$ cat config.mk
export PLATFORM = sky130hd
export DESIGN_NAME = icache_tag_ctrl
export DESIGN_NICKNAME = d
export VERILOG_FILES = /design/src/rtl/icache_tag_ctrl.sv
export SDC_FILE = /design/constraint.sdc
export NUM_CORES = 1
export LEC_CHECK = 0
export CELL_PAD_IN_SITES_DETAIL_PLACEMENT = 0
export CELL_PAD_IN_SITES_GLOBAL_PLACEMENT = 1
export CORE_MARGIN = 2
export CORE_UTILIZATION = 30
export DETAILED_ROUTE_END_ITERATION = 10
export DONT_BUFFER_PORTS = 1
export HOLD_SLACK_MARGIN = 0.06
export PLACE_DENSITY_LB_ADDON = 0.3
export REMOVE_ABC_BUFFERS = 1
export SYNTH_ARGS = -nofsm -noshare
export SYNTH_HDL_FRONTEND = slang
export SYNTH_SLANG_ARGS = --single-unit
$ cat constraint.sdc
create_clock -name clk_i -period 2 [get_ports clk_i]
set_input_delay 0.3 -clock clk_i [delete_from_list [all_inputs] [get_ports clk_i]]
set_output_delay 0.3 -clock clk_i [all_outputs]
set_load 0.05 [all_outputs]
$ cat src/rtl/icache_tag_ctrl.sv
// Instruction cache tag controller: arbitrates flush, refill, invalidate and
// lookup onto a single-port read-first tag RAM and produces hit results.
module icache_tag_ctrl #(
    parameter bit FLUSH_ON_RESET = 1'b1
) (
    input  logic        clk_i,
    input  logic        rst_i,
    input  logic        lookup_valid_i,
    input  logic [31:0] lookup_addr_i,
    output logic        lookup_accept_o,
    output logic        hit_valid_o,
    output logic        hit_o,
    input  logic        refill_valid_i,
    input  logic [31:0] refill_addr_i,
    output logic        refill_accept_o,
    input  logic        inval_valid_i,
    input  logic [31:0] inval_addr_i,
    output logic        inval_accept_o,
    input  logic        flush_i,
    output logic        busy_o,
    output logic [7:0]  tag_addr_o,
    output logic [19:0] tag_data_o,
    output logic        tag_wr_o,
    input  logic [19:0] tag_data_i
);

    typedef enum logic {
        ST_FLUSH,
        ST_READY
    } state_e;

    state_e      state_q, state_d;
    logic [7:0]  cnt_q, cnt_d;
    logic        pend_q;
    logic [18:0] ltag_q;
    logic        busy;
    logic        fl_win, rf_win, iv_win, lk_win;
    logic        unused;

    assign unused = ^{lookup_addr_i[4:0], refill_addr_i[4:0], inval_addr_i[31:13], inval_addr_i[4:0]};

    // Fixed priority: flush > refill > invalidate > lookup
    assign busy   = (state_q == ST_FLUSH);
    assign fl_win = ~busy & flush_i;
    assign rf_win = ~busy & ~flush_i & refill_valid_i;
    assign iv_win = ~busy & ~flush_i & ~refill_valid_i & inval_valid_i;
    assign lk_win = ~busy & ~flush_i & ~refill_valid_i & ~inval_valid_i & lookup_valid_i;

    always_ff @(posedge clk_i or negedge rst_i) begin
        if (!rst_i) begin
            state_q <= FLUSH_ON_RESET ? ST_FLUSH : ST_READY;
            cnt_q   <= '0;
        end else begin
            state_q <= state_d;
            cnt_q   <= cnt_d;
        end
    end

    always_comb begin
        state_d = state_q;
        cnt_d   = cnt_q;
        unique case (state_q)
            ST_FLUSH: begin
                cnt_d = cnt_q + 8'd1;
                if (cnt_q == 8'hFF) state_d = ST_READY;
            end
            ST_READY: begin
                if (flush_i) begin
                    state_d = ST_FLUSH;
                    cnt_d   = '0;
                end
            end
        endcase
    end

    always_comb begin
        tag_wr_o        = 1'b0;
        tag_addr_o      = '0;
        tag_data_o      = '0;
        refill_accept_o = 1'b0;
        inval_accept_o  = 1'b0;
        lookup_accept_o = 1'b0;
        unique case (1'b1)
            busy: begin
                tag_wr_o   = 1'b1;
                tag_addr_o = cnt_q;
            end
            rf_win: begin
                tag_wr_o        = 1'b1;
                tag_addr_o      = refill_addr_i[12:5];
                tag_data_o      = {1'b1, refill_addr_i[31:13]};
                refill_accept_o = 1'b1;
            end
            iv_win: begin
                tag_wr_o       = 1'b1;
                tag_addr_o     = inval_addr_i[12:5];
                inval_accept_o = 1'b1;
            end
            lk_win: begin
                tag_addr_o      = lookup_addr_i[12:5];
                lookup_accept_o = 1'b1;
            end
            default: ;
        endcase
    end

    always_ff @(posedge clk_i or negedge rst_i) begin
        if (!rst_i) begin
            pend_q <= 1'b0;
            ltag_q <= '0;
        end else begin
            pend_q <= lk_win;
            if (lk_win) ltag_q <= lookup_addr_i[31:13];
        end
    end

    // RAM output belongs to the lookup accepted last cycle
    assign busy_o      = busy;
    assign hit_valid_o = pend_q;
    assign hit_o       = pend_q & tag_data_i[19] & (tag_data_i[18:0] == ltag_q);

endmodule

# After elaboration in Yosys (flattened, before gate mapping)
# Cells that the tools add are included.
# totals
mem_bits_ro	0
latch_bits	0
ff_bits	29
inputBits	122
mem_count	0
elab_cells	32
ramBits	0
# op_classes
mux	11
div_mod_pow	0
n_reduce_logical	1
shift	0
addsub	1
multipliers	0
bitwise_logic	12
eq_ne	3
n_lt_le_gt_ge	0
# op_table
operator	count
$pmux W8 S4	1
$mux W20	1
$eq A19 B19 Y1	1
$pmux W8 S2	1
$add A8 B1 Y8 const B	1
$and A1 B1 Y1	8
$eq A8 B8 Y1 const B	1
$mux W8	1
$mux W1	6
$not A1 Y1	4
$reduce_or A3 Y1	1
$ne A2 B2 Y1 const B	1
$pmux W1 S2	1

# Longest topological paths before layout
# logic_depth
depth_word	6
ltp_mapped	6
ltp_nobuf	4

# Least setup slack after synthesis
# Ideal clock, no wire load.
# synth_timing
path_type	register to output
from	reg pend_q, in the netlist hit_valid_o
to	out hit_o
n_path_buf	0
t_required_ns	1.700
arrival_time_ns	2.753
slack_ns	-1.053
path_stages_with_launch	4
cell_sequence	dfrtp_1 nand3_1 or4_1 nor4_1
# synth_between
elab_chain_len	2
# synth_rtl
element	line	source
start: declaration	34	logic pend_q;
start signal: assignment	112	pend_q <= lk_win;
$and A1 B1 Y1 (2 in series)	120	assign hit_o = pend_q & tag_data_i[19] & (tag_data_i[18:0] == ltag_q);
end: declaration	12	output logic hit_o,
# Every way passes these cells.

# Final worst setup path
# layout_timing
from	reg ltag_q[11]
to	out hit_o
# layout_between
elab_chain_len	2
# layout_rtl
element	line	source
start: declaration	35	logic [18:0] ltag_q;
start signal: assignment	113	if (lk_win) ltag_q <= lookup_addr_i[31:13];
$eq A19 B19 Y1	120	
$and A1 B1 Y1	120	
# Every way passes these cells.

==> metrics.md <==
| Metric | Value |
|---|---|
| Dpl cells | 264 |
| Crit path cell chain | xnor2_1 -> nand3_1 -> or4_4 -> nor4_4 -> buf_6 |
| Result of the run | complete, but fails checks |
| Worst r2r src | state_q$_DFF_PN0_ |
| Worst clock skew on the final layout | 0.00428 ns |
| Leakage power figure | 1.19 nW |
| Portion of synthesized cell area occupied by the leading cell type | 0.413 |
| Top-count cell post-synth | sky130_fd_sc_hd__dfrtp_1 |
| Worst min-delay path startpoint | lookup_addr_i[19] |
| Diode insertion count for antenna repair | 0 |
| First drt pass iteration count | 6 |
| Post-route clock period utilization | 1.04 |
| I/O pin cnt | 157 |
| Post-synth design cell area | 1760 um^2 |
| First-pass GRT wire length | 7040 um |
| Max-slew violation total from the final report | 0 |
| Worst IR Drop VDD | 0.532 mV |
| Post-Synthesis Cells | 163 |
| DRC violation count after routing | 0 |
| Number of violations reported at the end of detailed-routing iteration 0 | 83 |
| Pin count of the biggest net entering global routing | 30 |
| Number of violations of the max-capacitance limit | 0 |
| Area enclosed by the die boundary | 6480 um^2 |
| Clock tree from TritonCTS | yes |
| Critical path launch point | ltag_q[11]$_DFFE_PN0P_ |
| Type of the most critical hold path | in -> reg |
| Worst-path clk slew | 0.06 ns |
| Ratio of cells with drive above 1 in the final layout | 0.399 |
| Half-perimeter wire length of the detailed placement result | 3450 um |
| Share of async-settable or async-resettable flops after synthesis | 1.00 |
| Slack of the worst reg-to-reg path | 0.27 ns |
| Effective utilization at floorplan | 0.315 |
| Number of standard cells in the final layout excluding fillers | 285 |
| Core area | 5570 um^2 |
| Total grt overflow | 0 |
| Fin util | 0.444 |
| Antenna violations before repair | 0 |
| WHS Path Cells | 1 |
| Largest cells by area after synthesis | sky130_fd_sc_hd__dfrtp_1, sky130_fd_sc_hd__xnor2_1, sky130_fd_sc_hd__mux2_4 |
| Cell row count | 27 |
| Worst-Skew Late Latency | 0.28 ns |
| Crit path setup slack, layout | -0.0755 ns |
| Slowest stage cell on the critical path | sky130_fd_sc_hd__or4_4 |
| Power density of the placed cells | 921 nW/um^2 |
| Final non-filler cell area | 2480 um^2 |
| Largest delay contributor family on the critical path | simple AND/OR/NAND/NOR gates |
| FF-to-FF End | ltag_q[14]$_DFFE_PN0P_ |
| Combined buffer and inverter count along the critical path | 1 |
| Wire length per cell after detailed routing | 16.4 um |
| Flip-flop and latch count after synthesis | 29 |
| Unique cell type count in the Yosys netlist | 32 |
| Nets | 336 |
| Kind of end point of the critical path | output port |
| Violations in the final reports | negative setup slack |
| Worst slew margin | 0.800 |
| Max FO, Critical Path | 2 |
| RD Place Congestion | 0.748 |
| Number of buffers added on ports | 0 |
| Unrepaired setup endpoints after global routing | true |
| Primary FF master, synth | sky130_fd_sc_hd__dfrtp_1 |
| Largest stage delay on the critical path | 0.50 ns |
| Fmax | 482 MHz |
| Total routing resource utilization after global routing | 0.145 |
| CTS sink count | 29 |
| Number of levels in the clock H-tree | 2 |
| Crit path kind | reg -> out |
| Number of synthesized flops with an enable pin | 0 |
| Synth-to-layout area growth | 41.1% |
| Cell type with the largest total area after synthesis | sky130_fd_sc_hd__dfrtp_1 |
| Critical Path Start Type | flop |
| Total Wirelength | 4670 um |
| Slew at the pin with the worst max-slew slack | 0.299 ns |
| Critical path data required time | 1.70 ns |
| Worst R2R Path Depth | 5 |
| Number of buffers on the longest clock path | 2 |
| Placed instance area | 2200 um^2 |
| Total count of hold-check failures in the final report | 0 |
| Mapped Avg Cell Area | 10.8 um^2 |
| Yosys warnings | 0 |
| Arrival time of the worst setup path | 1.78 ns |
| Height of the die | 80.5 um |
| Vias | 1472 |
| Final hold slack | 0.166 ns |
| Width of the chip | 80.5 um |
| Sequential share of the synthesized area | 0.413 |
| Routed Antenna Nets | 0 |
| Number of global-route vias before repair | 1551 |
| Endpoint of the worst hold-timing path | ltag_q[6]$_DFFE_PN0P_ |
| Worst slack at placement | 0.0509 ns |
| Final Power | 2.28 mW |
| Ranking of synthesized cells by instance count | sky130_fd_sc_hd__dfrtp_1, sky130_fd_sc_hd__nand2_1, sky130_fd_sc_hd__and3_1 |
| Cell at the root of the clock tree | sky130_fd_sc_hd__clkbuf_8 |
| Total clock buffers created by CTS | 5 |
| Routed via count divided by cell count | 5.16 |
| Post-route setup TNS | -0.191 ns |
| Final critical path time including I/O delays and setup | 2.08 ns |
| Final setup violation count | 4 |
==> power by group <==
| group | internal (mW) | leakage (nW) | switching (mW) |
|---|---|---|---|
| logic | 0.500 | 0.755 | 0.513 |
| clock network | 0.272 | 0.0443 | 0.199 |
| registers | 0.680 | 0.385 | 0.119 |
| total | 1.45 | 1.19 | 0.831 |
==> routing by layer <==
metal / global-route usage / share of wire
met3: 0.0607 / 0.085
met2: 0.258 / 0.55
met5: 0 / 0
met4: 0.0678 / 0.018
met1: 0.145 / 0.35
==> registers in the layout (all words and copies together), names as in the netlist <==
name	count
hit_valid_o	1
cnt_q	8
ltag_q	19
state_q	1
==> worst max path at each step <==
| stage | slack (ns) | end | cells past startpoint |
|---|---|---|---|
| 2_1_floorplan | -2.20 | tag_addr_o[0] | 4 |
| 3_3_place_gp | 0.07 | hit_o | 5 |
| 3_5_place_dp | 0.05 | hit_o | 5 |
| 4_1_cts | -0.06 | hit_o | 5 |
| 5_1_grt | -0.18 | hit_o | 5 |
| 6_report | -0.08 | hit_o | 5 |
==> layout make-up <==
class	count	area [um^2]
sequential	29	726
clock buffer	7	86.3
fill	528	3100
multi-input combinational	123	990
tap	72	90.1
timing repair buffer	53	578
inverter	1	7.51
==> kinds of logic after synthesis <==
family,Yosys count,share of synthesized area
AND/OR/NAND/NOR,62,0.196
buffers and inverters,11,0.0463
adder cells (fa/ha/maj),1,0.00713
AO/OA/AOI/OAI,19,0.0841
flip-flops,29,0.413
XOR/XNOR,22,0.110
multiplexers,19,0.143
==> timing repair <==
action,4_1_cts,5_1_grt
setup buffers,6,5
endpoints found under the setup margin,10,11
resized for setup,3,10
pin swaps,10,15
cloned,1,0
hold endpoints to repair,29,0
hold buffers,2,0
==> cells in the final DEF, fill, tap and decap left out, types with 2 or more instances in the layout <==
cell type	n
sky130_fd_sc_hd__buf_12	11
sky130_fd_sc_hd__a222oi_1	7
sky130_fd_sc_hd__dfrtp_1	29
sky130_fd_sc_hd__buf_6	4
sky130_fd_sc_hd__and3_1	20
sky130_fd_sc_hd__and2b_1	2
sky130_fd_sc_hd__xor2_1	4
sky130_fd_sc_hd__nand3_1	6
sky130_fd_sc_hd__mux2_4	10
sky130_fd_sc_hd__o31ai_1	2
sky130_fd_sc_hd__o211ai_1	2
sky130_fd_sc_hd__nand4_1	4
sky130_fd_sc_hd__buf_4	36
sky130_fd_sc_hd__clkbuf_8	6
sky130_fd_sc_hd__xnor2_1	18
sky130_fd_sc_hd__mux2_2	8
sky130_fd_sc_hd__o21ai_0	6
sky130_fd_sc_hd__nand2_1	23
No activity file was read; power rests on OpenSTA's default activity.
